[src/rtl/dl_region_loader.sv]
// Download router from hps_io's ioctl port to a req/ack memory write port.
// Each ioctl index maps to its own region; writes pass through a 2-entry FIFO.
module dl_region_loader #(
    parameter int NUM_REGIONS  = 4,
    parameter int IN_AW        = 14,
    parameter int OUT_AW       = 25,
    parameter int REGION_SHIFT = 16,
    parameter int ROM_INDEX    = 0,
    parameter int RESET_HOLD   = 16,
    localparam int RW = (NUM_REGIONS > 1) ? $clog2(NUM_REGIONS) : 1
) (
    input  logic              clk_sys,
    input  logic              reset_n,
    input  logic              ioctl_download,
    input  logic [7:0]        ioctl_index,
    input  logic              ioctl_wr,
    input  logic [IN_AW-1:0]  ioctl_addr,
    input  logic [7:0]        ioctl_dout,
    output logic              ioctl_wait,
    output logic [OUT_AW-1:0] mem_addr,
    output logic [7:0]        mem_data,
    output logic              mem_wr,
    input  logic              mem_ack,
    output logic              cpu_reset,
    output logic              load_done,
    output logic [IN_AW:0]    load_len,
    output logic [RW-1:0]     load_region,
    output logic              load_err
);
    localparam int              HW        = (RESET_HOLD > 1) ? $clog2(RESET_HOLD) : 1;
    localparam logic [HW-1:0]   HOLD_LAST = HW'(RESET_HOLD - 1);
    localparam logic [IN_AW:0]  LEN_MAX   = {1'b1, {IN_AW{1'b0}}};
    localparam logic [8:0]      NUM_IDX   = 9'(NUM_REGIONS);
    localparam logic [7:0]      ROM_IDX   = 8'(ROM_INDEX);
    localparam int              EW        = OUT_AW + 8;

    typedef enum logic [1:0] {IDLE, ACTIVE, DRAIN, HOLD} state_t;

    state_t          state;
    logic            dl_q, valid_r, pending_start;
    logic [7:0]      idx_r, pend_idx, start_idx;
    logic [HW-1:0]   hold_cnt;
    logic [EW-1:0]   ent0, ent1, push_word;
    logic [1:0]      count, count_nx;
    logic            rise, pop, push, wr_attempt, addr_ok, start, finish, to_drain;

    // Offsets that would spill into the next region are rejected.
    generate
        if (IN_AW > REGION_SHIFT) begin : g_addr_chk
            assign addr_ok = ~|ioctl_addr[IN_AW-1:REGION_SHIFT];
        end else begin : g_addr_fits
            assign addr_ok = 1'b1;
        end
    endgenerate

    always_comb begin
        rise       = ioctl_download & ~dl_q;
        pop        = (count != 2'd0) & mem_ack;
        wr_attempt = (state == ACTIVE) & ioctl_wr;
        // A full FIFO still takes a byte when the head leaves in the same cycle.
        push       = wr_attempt & valid_r & addr_ok & ((count != 2'd2) | pop);
        push_word  = {(OUT_AW'(idx_r[RW-1:0]) << REGION_SHIFT) | OUT_AW'(ioctl_addr), ioctl_dout};
        count_nx   = count;
        if (push & ~pop)
            count_nx = count + 2'd1;
        else if (pop & ~push)
            count_nx = count - 2'd1;
        start      = ((state == IDLE) | (state == HOLD)) & (rise | pending_start);
        start_idx  = pending_start ? pend_idx : ioctl_index;
        finish     = (((state == ACTIVE) & ~ioctl_download) | (state == DRAIN)) & (count_nx == 2'd0);
        to_drain   = (state == ACTIVE) & ~ioctl_download & (count_nx != 2'd0);
    end

    assign mem_wr     = (count != 2'd0);
    assign mem_addr   = ent0[EW-1:8];
    assign mem_data   = ent0[7:0];
    assign ioctl_wait = (count == 2'd2) | pending_start;

    always_ff @(posedge clk_sys or negedge reset_n) begin
        if (!reset_n) begin
            state         <= IDLE;
            dl_q          <= 1'b0;
            valid_r       <= 1'b0;
            pending_start <= 1'b0;
            idx_r         <= '0;
            pend_idx      <= '0;
            hold_cnt      <= '0;
            ent0          <= '0;
            ent1          <= '0;
            count         <= 2'd0;
            cpu_reset     <= 1'b0;
            load_done     <= 1'b0;
            load_len      <= '0;
            load_region   <= '0;
            load_err      <= 1'b0;
        end else begin
            dl_q      <= ioctl_download;
            load_done <= 1'b0;

            if (push & ~pop) begin
                if (count == 2'd0)
                    ent0 <= push_word;
                else
                    ent1 <= push_word;
            end else if (pop & ~push) begin
                ent0 <= ent1;
            end else if (push & pop) begin
                if (count == 2'd1) begin
                    ent0 <= push_word;
                end else begin
                    ent0 <= ent1;
                    ent1 <= push_word;
                end
            end
            count <= count_nx;

            if (push && (load_len != LEN_MAX))
                load_len <= load_len + 1'b1;
            if (wr_attempt & ~push)
                load_err <= 1'b1;

            // A new session requested while draining waits until load_done has shown.
            if (rise && (state == DRAIN)) begin
                pending_start <= 1'b1;
                pend_idx      <= ioctl_index;
            end

            if (start) begin
                state         <= ACTIVE;
                idx_r         <= start_idx;
                valid_r       <= ({1'b0, start_idx} < NUM_IDX);
                load_len      <= '0;
                load_err      <= 1'b0;
                cpu_reset     <= (start_idx == ROM_IDX);
                pending_start <= 1'b0;
            end else if (finish) begin
                load_done   <= 1'b1;
                load_region <= idx_r[RW-1:0];
                if (idx_r == ROM_IDX) begin
                    state    <= HOLD;
                    hold_cnt <= '0;
                end else begin
                    state <= IDLE;
                end
            end else if (to_drain) begin
                state <= DRAIN;
            end else if (state == HOLD) begin
                if (hold_cnt == HOLD_LAST) begin
                    cpu_reset <= 1'b0;
                    state     <= IDLE;
                end else begin
                    hold_cnt <= hold_cnt + 1'b1;
                end
            end
        end
    end
endmodule

[config.mk]
export PLATFORM = sky130hd
export DESIGN_NAME = dl_region_loader
export DESIGN_NICKNAME = d
export VERILOG_FILES = /design/src/rtl/dl_region_loader.sv
export SDC_FILE = /design/constraint.sdc
export NUM_CORES = 1
export LEC_CHECK = 0
export BUFFER_PORTS_ARGS = -buffer_cell sky130_fd_sc_hd__buf_4
export CAP_MARGIN = 20
export CORE_UTILIZATION = 43
export CTS_CLUSTER_DIAMETER = 80
export DETAILED_ROUTE_END_ITERATION = 8
export GPL_TIMING_DRIVEN = 0
export SLEW_MARGIN = 20
export SYNTH_ARGS = -nofsm -noshare
export SYNTH_HDL_FRONTEND = slang
export SYNTH_SLANG_ARGS = --single-unit
[constraint.sdc]
create_clock -name clk_sys -period 6.2 [get_ports clk_sys]
set_clock_uncertainty 0.2 [all_clocks]
set_input_delay 0.31 -clock clk_sys [delete_from_list [all_inputs] [get_ports clk_sys]]
set_output_delay 0.31 -clock clk_sys [all_outputs]
set_load 0.02 [all_outputs]
==> results.cfg, run 1 <==
[floorplanning]
row_count = 37
start_util_pct = 44.2
chipWidth_microns = 105
io_pins = 90
die_height_microns = 105
die-area_sq_mm = 0.0110
coreArea_sq_mm = 0.0103

[worst_setup_path]
cp-end-kind = register
critPathKind = reg -> reg
cp_top_family = compound AO/OA/AOI/OAI gates
cp.arrival_ps = 2870
path_buf_inv = 2
rrSetupSlack_ps = 3380
critPathMaxFanout = 10
r2r-end = ent1[12]$_DFFE_PN0P_
cp.required_ps = 6250
cp_slowest_cell = a211oi_2
slowest_delay_ps = 530
worstPathCellList = inv_1 -> ha_1 -> and2b_1 -> o21ai_0 -> a211oi_2 -> buf_4 -> mux2_2
cp-start-kind = register
timing.rr.start = count[0]$_DFF_PN0_
r2r_cells = 7

[yosys]
ys_seq_area_share_pct = 52.3
yosysWarnings = 0
synth_top_family_by_area = multiplexers
synth_xor_area_share_pct = 1.93
syn_inst = 416
ys_ff_latch = 95
synth_fa_ha_area_share_pct = 2.48
synthMuxAreaShare_pct = 16.4
synth_area_per_cell_sq_um = 10.9
synth-simple-area-share_pct = 12.9
ys_types = 49
syn_area_sq_mm = 0.00455
synth_compound_area_share_pct = 9.58

[clocking]
cts_made_buffers = 9
clockBufferDepth = 2
cts_tree = yes
holdBufCountCts = 32
htreeDepth = 3
cts_setup_buffers = 0
cts.sinks = 95
clk_pin_slew_ps = 90
root_buffer = clkbuf_8
cts_resized = 0
clock_latency_ps = 360

[sta]
hold_viol = 0
finalSetupTns_ps = 0
slew_violations = 0
rsz0062_at_grt = no
fmax_mhz = 355
min_period_ps = 2820
final-setup-viol-count = 0
slew_headroom_pct = 43.1
fin_crit_sh_pct = 45.5
worstMarginPinSlew_ps = 853

[grt]
grt_max_degree = 96
grt_use_total_pct = 18.6
grt_first_pass_wirelength_microns = 16300
overflow = 0
grt_pass1_vias = 3415
antenna_found_initial = 0

[power]
power.internal_w = 0.00153
ir_drop_uv = 198
p_comb_share_pct = 40.7
p_total_w = 0.00241
p_sw_share_pct = 36.4
power_frac_seq_pct = 40.2
p_clk_share_pct = 19.1
power_density_mw_per_mm2 = 409
leakagePower_nw = 2.73
p_sw_w = 0.000879

[route]
vias = 3496
ant_nets = 0
drtPass1Iterations = 4
drtIter0Drc = 120
drt-wirelength-per-cell_microns = 14.0
routed_wl_microns = 9620
drc = 0
viasPerCell = 5.08

[final_layout]
nets = 591
post-route-cell-area_sq_mm = 0.00590
drive_above_1_share_pct = 27.4
register_area_sq_mm = 0.00238
area_growth_syn_to_layout_pct = 29.8
fill_cells = 908
diodes = 0
multi_input_area_sq_mm = 0.00200

[place]
dp_hpwl_microns = 6650
gp_congestion = 0.775
placed_area_sq_mm = 0.00535
io_buffers = 80

[min_path]
min_path_type = in -> reg
hold_path_end = load_err$_DFFE_PN0P_
worstHoldStart = ioctl_wr
whs_path_depth = 3

[flow_run]
max_cap_violations = 0

[status]
status = finished clean
[sequential cells by signal (all words and copies together) (netlist names)]
signal / count
valid_r: 1
load_region: 2
ent0: 24
pend_idx: 8
pending_start: 1
ent1: 24
dl_q: 1
hold_cnt: 4
load_err: 1
state: 2
load_len: 15
idx_r: 8
cpu_reset: 1
load_done: 1
count: 2
[cells by family (layout without fill, tap and decap cells)]
family	after synthesis	count (layout)
compound gates	74	74
xor+xnor	10	10
fa+ha+maj	9	9
buf+inv	42	170
flops	95	95
mux	69	69
other cells	1	9
simple gates	116	116
[power by group through the flow]
stage / Combinational (W) / Sequential, W / Clock (W)
5_1_grt: 0.00109 / 0.00100 / 0.000500
4_1_cts: 0.000994 / 0.000969 / 0.000477
3_3_place_gp: 0.000953 / 0.000974 / 0
2_1_floorplan: 0.000600 / 0.00104 / 0
6_report: 0.000982 / 0.000970 / 0.000462
3_5_place_dp: 0.000978 / 0.000982 / 0
[cell type report]
class,instances,area share [%]
repair buffers,112,15.7
plain buffers,24,2.27
multi-input cells,287,33.8
clock inverters,5,1.36
well taps,136,2.88
clock buffers,11,2.57
inverters,18,1.14
flip-flops and latches,95,40.3
[synth_stat cells (all sizes together)]
| cell | count | area (sq um) |
|---|---|---|
| dfrtp | 95 | 2380 |
| nand2 | 49 | 184 |
| o21ai | 47 | 235 |
| mux2 | 36 | 413 |
| mux2i | 33 | 330 |
| inv | 18 | 67.6 |
| nor2 | 16 | 60.1 |
| buf | 15 | 100 |
| a21oi | 10 | 50.1 |
| nor3 | 10 | 55.1 |
| clkbuf | 9 | 33.8 |
| ha | 9 | 113 |
| xnor2 | 8 | 70.1 |
| nand3 | 7 | 40.0 |
| nand4 | 7 | 43.8 |
| or3 | 5 | 31.3 |
| nor4 | 4 | 25.0 |
| or4 | 4 | 30.0 |
| and3 | 3 | 18.8 |
| o221ai | 3 | 26.3 |
| a31oi | 2 | 12.5 |
| nand2b | 2 | 20.0 |
| nor4b | 2 | 17.5 |
| o22ai | 2 | 12.5 |
| o31a | 2 | 17.5 |
| xor2 | 2 | 17.5 |
| a2111o | 1 | 11.3 |
| a211oi | 1 | 12.5 |
| and2 | 1 | 6.26 |
| and2b | 1 | 7.51 |
| and4 | 1 | 8.76 |
| and4b | 1 | 13.8 |
| conb | 1 | 3.75 |
| nand4b | 1 | 8.76 |
| nor2b | 1 | 6.26 |
| nor3b | 1 | 7.51 |
| o2111ai | 1 | 8.76 |
| o211a | 1 | 17.5 |
| o211ai | 1 | 7.51 |
| o21a | 1 | 7.51 |
| o21bai | 1 | 7.51 |
| o41ai | 1 | 8.76 |
[routing by layer]
layer | wire length, microns | up-vias | GRT usage (%)
met5 | 0 | - | 0
met4 | 130 | 0 | 7.34
met3 | 359 | 10 | 3.37
li1 | - | 1721 | -
met2 | 4410 | 77 | 29.6
met1 | 4720 | 1688 | 25.3
[worst max-delay path by stage]
stage | start | depth (start not counted) | slack (ps) | end
2_1_floorplan | count[0]$_DFF_PN0_ | 7 | 3810 | state[1]$_DFFE_PN0P_
3_3_place_gp | count[0]$_DFF_PN0_ | 7 | 3430 | ent1[13]$_DFFE_PN0P_
3_5_place_dp | count[0]$_DFF_PN0_ | 7 | 3430 | ent1[12]$_DFFE_PN0P_
4_1_cts | count[0]$_DFF_PN0_ | 7 | 3410 | ent1[12]$_DFFE_PN0P_
5_1_grt | count[0]$_DFF_PN0_ | 9 | 3120 | ent0[6]$_DFFE_PN0P_
6_report | count[0]$_DFF_PN0_ | 7 | 3380 | ent1[12]$_DFFE_PN0P_
[worst min-delay path: stages]
cell and delay, ps:
buf_4 110, a31oi_1 70, nor2_1 80
[metrics by stage]
step           setup slack, ps  hold slack [ps]  cells  utilization, %
6_report                  3380             48.3    688            57.4
5_1_grt                   3120             61.0    688            57.4
4_1_cts                   3410             26.8    688            57.4
3_3_place_gp              3430              241    640            52.0
2_1_floorplan             3810             -186    424               -
3_5_place_dp              3430              246    640            52.1
[layout by cell type (no fill, tap or decap), drive strengths merged, types with 2 or more instances in the layout]
cell type    instances
buf                 95
nor3                10
a21oi               10
bufinv               2
nand3                7
xnor2                8
conb                 9
nor4                 4
xor2                 2
dfrtp               95
o221ai               3
ha                   9
o31a                 2
nor4b                2
nor2                16
o22ai                2
a31oi                2
nand4                7
nand2b               2
nand2               49
dlygate4sd3         32
mux2                36
or4                  4
mux2i               33
and3                 3
clkinvlp             2
o21ai               47
inv                 18
or3                  5
clkbuf              20
Power figures use the tool's default switching activity.
==> inputs of run 2 (changes only) <==
==> constraint.sdc (replaced) <==
create_clock -name clk_sys -period 2.9 [get_ports clk_sys]
set_clock_uncertainty 0.2 [all_clocks]
set_input_delay 0.145 -clock clk_sys [delete_from_list [all_inputs] [get_ports clk_sys]]
set_output_delay 0.145 -clock clk_sys [all_outputs]
set_load 0.02 [all_outputs]
==> run 2 against run 1 <==
Against the previous run:
- first-iteration DRC count decreased by 1.7%
- critical path type unchanged
- clock power increased by 110%
- power increased by 110%
- final area increased by 0.59%
- fmax increased by 8.7%
- hold slack improved by 35 ps
- sequential power increased by 110%
- wire length about the same
- die area unchanged
- clock-buffer cell count unchanged
- flip-flop and latch count unchanged
- register-to-register slack got worse by 3100 ps
==> results.cfg, run 2 (synthesis gave the netlist of run 1 again) <==
[status]
status = finished clean

[final_layout]
fill_cells = 908
area_growth_syn_to_layout_pct = 30.6
drive_above_1_share_pct = 28.1
biggestRegsByFlops = ent0 (24), ent1 (24), load_len (15)
diodes = 0
nets = 595
final_common_cell = dfrtp_1
final_cell_mix = 95 x dfrtp_1, 93 x buf_4, 49 x nand2_1, 46 x o21ai_0, 34 x mux2_2

[clocking]
clock_latency_ps = 360
clockBufferDepth = 2
cts_tree = yes
root_buffer = clkbuf_8
clk_pin_slew_ps = 90
cts.sinks = 95
cts_made_buffers = 9
htreeDepth = 3

[floorplanning]
start_util_pct = 44.2
io_pins = 90
coreArea_sq_mm = 0.0103
chipWidth_microns = 105
die-area_sq_mm = 0.0110
die_height_microns = 105
row_count = 37

[worst_setup_path]
slowest_delay_ps = 420
crit_top_cell = mux2_4
critPathKind = reg -> reg
critPathMaxFanout = 9
cp_slowest_cell = dfrtp_1
worstPathCellList = inv_1 -> ha_1 -> nand2b_4 -> mux2_4 -> o211a_4 -> o31a_1 -> mux2_4
cp.required_ps = 2950
cp-start-kind = register
cp-end-kind = register
cp.arrival_ps = 2640

[grt]
grt_pass1_vias = 3409
grt_max_degree = 96
antenna_found_initial = 0
grt_use_total_pct = 18.6
overflow = 0
grt_first_pass_wirelength_microns = 16300

[sta]
slew_violations = 0
postLayoutSetupSlackWorst_ps = 306
min_period_ps = 2590
fin_crit_sh_pct = 89.5
rsz0062_at_grt = no
finalSetupTns_ps = 0
final-setup-viol-count = 0
fmax_mhz = 385
worstMarginPinSlew_ps = 860
slew_headroom_pct = 42.6
hold_viol = 0

[place]
dp_hpwl_microns = 6650
gp_congestion = 0.775
pre_cts_ws_ps = 127
io_buffers = 80

[power]
p_total_w = 0.00516
power_density_mw_per_mm2 = 869
ir_drop_uv = 423
leakagePower_nw = 2.76

[min_path]
min_path_type = in -> reg

[route]
drtPass1Iterations = 4
viasPerCell = 5.05
ant_nets = 0
vias = 3496
drtIter0Drc = 118
routed_wl_microns = 9620
drt-wirelength-per-cell_microns = 13.9
drc = 0

[flow_run]
max_cap_violations = 0
run 2: final timing paths:
| path | start | end | slack [ps] | depth (start not counted) |
|---|---|---|---|---|
| setup / recovery | count[0]$_DFF_PN0_ | state[1]$_DFFE_PN0P_ | 310 | 7 |
| hold / removal | mem_ack | count[0]$_DFF_PN0_ | 80 | 4 |
| setup reg to reg | count[0]$_DFF_PN0_ | state[1]$_DFFE_PN0P_ | 310 | 7 |
| hold reg to reg | idx_r[2]$_DFFE_PN0P_ | idx_r[2]$_DFFE_PN0P_ | 280 | 2 |
| max in group asynchronous | reset_n | ent1[17]$_DFFE_PN0P_ | 1680 | 2 |
| min in group asynchronous | reset_n | ent1[19]$_DFFE_PN0P_ | 210 | 2 |
run 2: area by class of cell:
type / count / area [sq um] / share of cell area, %
flip-flops and latches: 95 / 2380 / 40.0
clock buffers: 11 / 151 / 2.55
plain buffers: 24 / 136 / 2.30
multi-input cells: 287 / 2000 / 33.6
inverters: 18 / 67.6 / 1.14
repair buffers: 116 / 957 / 16.1
well taps: 136 / 170 / 2.87
clock inverters: 5 / 80.1 / 1.35
run 2: metrics by stage:
stage | hold WS [ps] | cells | instance area (sq um) | utilization, %
final | 83.0 | 692 | 5940 | 57.8
after global routing | 87.4 | 692 | 5940 | 57.8
after CTS | 63.6 | 689 | 5910 | 57.5
after detailed placement | 80.5 | 640 | 5350 | 52.1
after global placement | 76.4 | 640 | 5350 | 52.0
after floorplan | -351 | 424 | 4580 | -
run 2: where the power goes:
part	switching [W]	internal (W)
Sequential	0.000289	0.00178
Combinational	0.00113	0.000969
Clock	0.000452	0.000531
Total	0.00188	0.00328
run 2: timing repair:
action                     in CTS  in global routing
gates resized for setup         0                  4
hold buffers                   33                  0
setup buffers                   0                  3
setup endpoints to repair       0                 40
hold endpoints to repair      158                  0
run 2: routing by layer:
metal	wire length [microns]	share of wire, %	GRT usage [%]	up-vias
li1	-	-	-	1729
met1	4700	49	25.2	1681
met2	4450	46	29.6	77
met3	358	3.7	3.37	9
met4	115	1.2	7.34	0
met5	0	0	0	-
run 2: critical path: cells and delay by family (launching register included):
kind	cells	cell delay, ps
compound gates	2	650
buf+inv	1	140
mux	2	600
simple gates	1	190
flops	1	420
fa+ha+maj	1	260
==> inputs of run 3 (changes only) <==
--- a/config.mk
+++ b/config.mk
@@ -11,6 +11,7 @@
 export CTS_CLUSTER_DIAMETER = 80
 export DETAILED_ROUTE_END_ITERATION = 8
 export GPL_TIMING_DRIVEN = 0
+export PLACE_DENSITY = 0.75
 export SLEW_MARGIN = 20
 export SYNTH_ARGS = -nofsm -noshare
 export SYNTH_HDL_FRONTEND = slang
==> run 3 against run 2 <==
Against the previous run:
- clock power decreased by 2%
- hold slack got worse by 6.8 ps
- non-clock buffer count unchanged
- critical path depth unchanged
- via count increased by 1.3%
- critical endpoint unchanged
==> results.cfg, run 3 (synthesis gave the netlist of run 1 again) <==
[clocking]
clk_pin_slew_ps = 100
root_buffer = clkbuf_8
cts.sinks = 95
cts_made_buffers = 9
clockBufferDepth = 2
clock_latency_ps = 370
htreeDepth = 3
cts_tree = yes

[final_layout]
biggestRegsByFlops = ent0 (24), ent1 (24), load_len (15)
instances_no_fill = 691
register_area_sq_mm = 0.00238
multi_input_area_sq_mm = 0.00200
diodes = 0
post-route-cell-area_sq_mm = 0.00592
fill_cells = 875
drive_above_1_share_pct = 27.9
final_common_cell = dfrtp_1
nets = 595
final_cell_mix = 95 x dfrtp_1, 93 x buf_4, 49 x nand2_1, 46 x o21ai_0, 34 x mux2_2
area_growth_syn_to_layout_pct = 30.3

[grt]
antenna_found_initial = 0
grt_pass1_vias = 3514
grt_first_pass_wirelength_microns = 16600
overflow = 0
grt_max_degree = 96
grt_use_total_pct = 19.1

[route]
viasPerCell = 5.12
route.met2.wl_microns = 4990
drt-wirelength-per-cell_microns = 14.5
vias = 3540
met1_length_microns = 4450
drtIter0Drc = 154
dr.max_layer_used = met4
dr_wl_met3_microns = 276
drc = 0
routed_wl_microns = 9990
ant_nets = 0
drtPass1Iterations = 4

[floorplanning]
coreArea_sq_mm = 0.0103
chipWidth_microns = 105
die-area_sq_mm = 0.0110
die_height_microns = 105
start_util_pct = 44.2
row_count = 37
io_pins = 90

[sta]
fin_crit_sh_pct = 89.8
final-setup-viol-count = 0
fmax_mhz = 384
finalSetupTns_ps = 0
hold_viol = 0
worstMarginPinSlew_ps = 876
min_period_ps = 2600
slew_headroom_pct = 41.6
slew_violations = 0
rsz0062_at_grt = no

[power]
p_total_w = 0.00519
power_frac_seq_pct = 40.2
leakagePower_nw = 2.76
p_clk_share_pct = 18.6
p_comb_share_pct = 41.2
p_sw_w = 0.00195
ir_drop_uv = 541
power_density_mw_per_mm2 = 877
power.internal_w = 0.00324
p_sw_share_pct = 37.5

[worst_setup_path]
critPathKind = reg -> reg
path_buf_inv = 1
cp.arrival_ps = 2660
crit_start = count[0]$_DFF_PN0_
slowest_delay_ps = 430
cp_top_family = compound AO/OA/AOI/OAI gates
cp-end-kind = register
cp.required_ps = 2960
worstPathCellList = inv_1 -> ha_1 -> nand2b_4 -> mux2_4 -> o211a_4 -> o31a_1 -> mux2_4
cp_slowest_cell = dfrtp_1
timing.rr.start = count[0]$_DFF_PN0_
cp-start-kind = register
critPathMaxFanout = 9
crit_top_cell = mux2_4

[status]
status = finished clean

[flow_run]
max_cap_violations = 0

[place]
io_buffers = 80
placed_area_sq_mm = 0.00535
gp_congestion = 0.829
dp_hpwl_microns = 6950
placed_cells = 640

[min_path]
worstHoldStart = mem_ack
min_path_type = in -> reg
-- run 3: cell type report --
cell class,count,area share (%)
plain buffers,24,2.30
repair buffers,116,16.2
clock buffers,9,2.09
clock inverters,6,1.54
flip-flops and latches,95,40.2
well taps,136,2.87
inverters,18,1.14
multi-input cells,287,33.7
-- run 3: what timing repair did --
item                                    CTS  global route
hold buffers                             33             0
setup buffers                             0             3
endpoints found under the setup margin    0            35
hold endpoints to repair                158             0
gates resized for setup                   0             4
-- run 3: power groups by stage --
stage / Clock, W / Sequential (W) / Combinational (W)
after floorplan: 0 / 0.00221 / 0.00128
after global placement: 0 / 0.00208 / 0.00201
after detailed placement: 0 / 0.00211 / 0.00210
after CTS: 0.000991 / 0.00208 / 0.00214
after global routing: 0.00104 / 0.00214 / 0.00237
final: 0.000968 / 0.00209 / 0.00214
-- run 3: per-stage QoR --
step	utilization, %	worst slack (ps)	hold WS (ps)
2_1_floorplan	-	509	-351
3_3_place_gp	52.0	162	79.4
3_5_place_dp	52.1	164	82.5
4_1_cts	57.4	118	58.5
5_1_grt	57.6	110	103
6_report	57.6	297	76.1
-- run 3: worst paths after layout --
path | end | slack (ps) | depth (start not counted)
worst max-delay path | state[1]$_DFFE_PN0P_ | 300 | 7
worst min-delay path | count[1]$_DFF_PN0_ | 80 | 3
worst max register to register | state[1]$_DFFE_PN0P_ | 300 | 7
worst min register to register | idx_r[2]$_DFFE_PN0P_ | 280 | 2
max in group asynchronous | pending_start$_DFFE_PN0P_ | 1670 | 2
min in group asynchronous | ent0[9]$_DFFE_PN0P_ | 190 | 2
-- run 3: tightest hold or removal path, cell delays in order --
cell and delay (ps):
buf_4 110, and2b_1 230, o21ai_0 120
-- run 3: routing by layer --
layer  vias to the layer above  global-route usage [%]
met3                        22                    2.62
met1                      1723                    23.9
met5                         -                       0
met2                        75                    32.5
li1                       1720                       -
met4                         0                    9.76
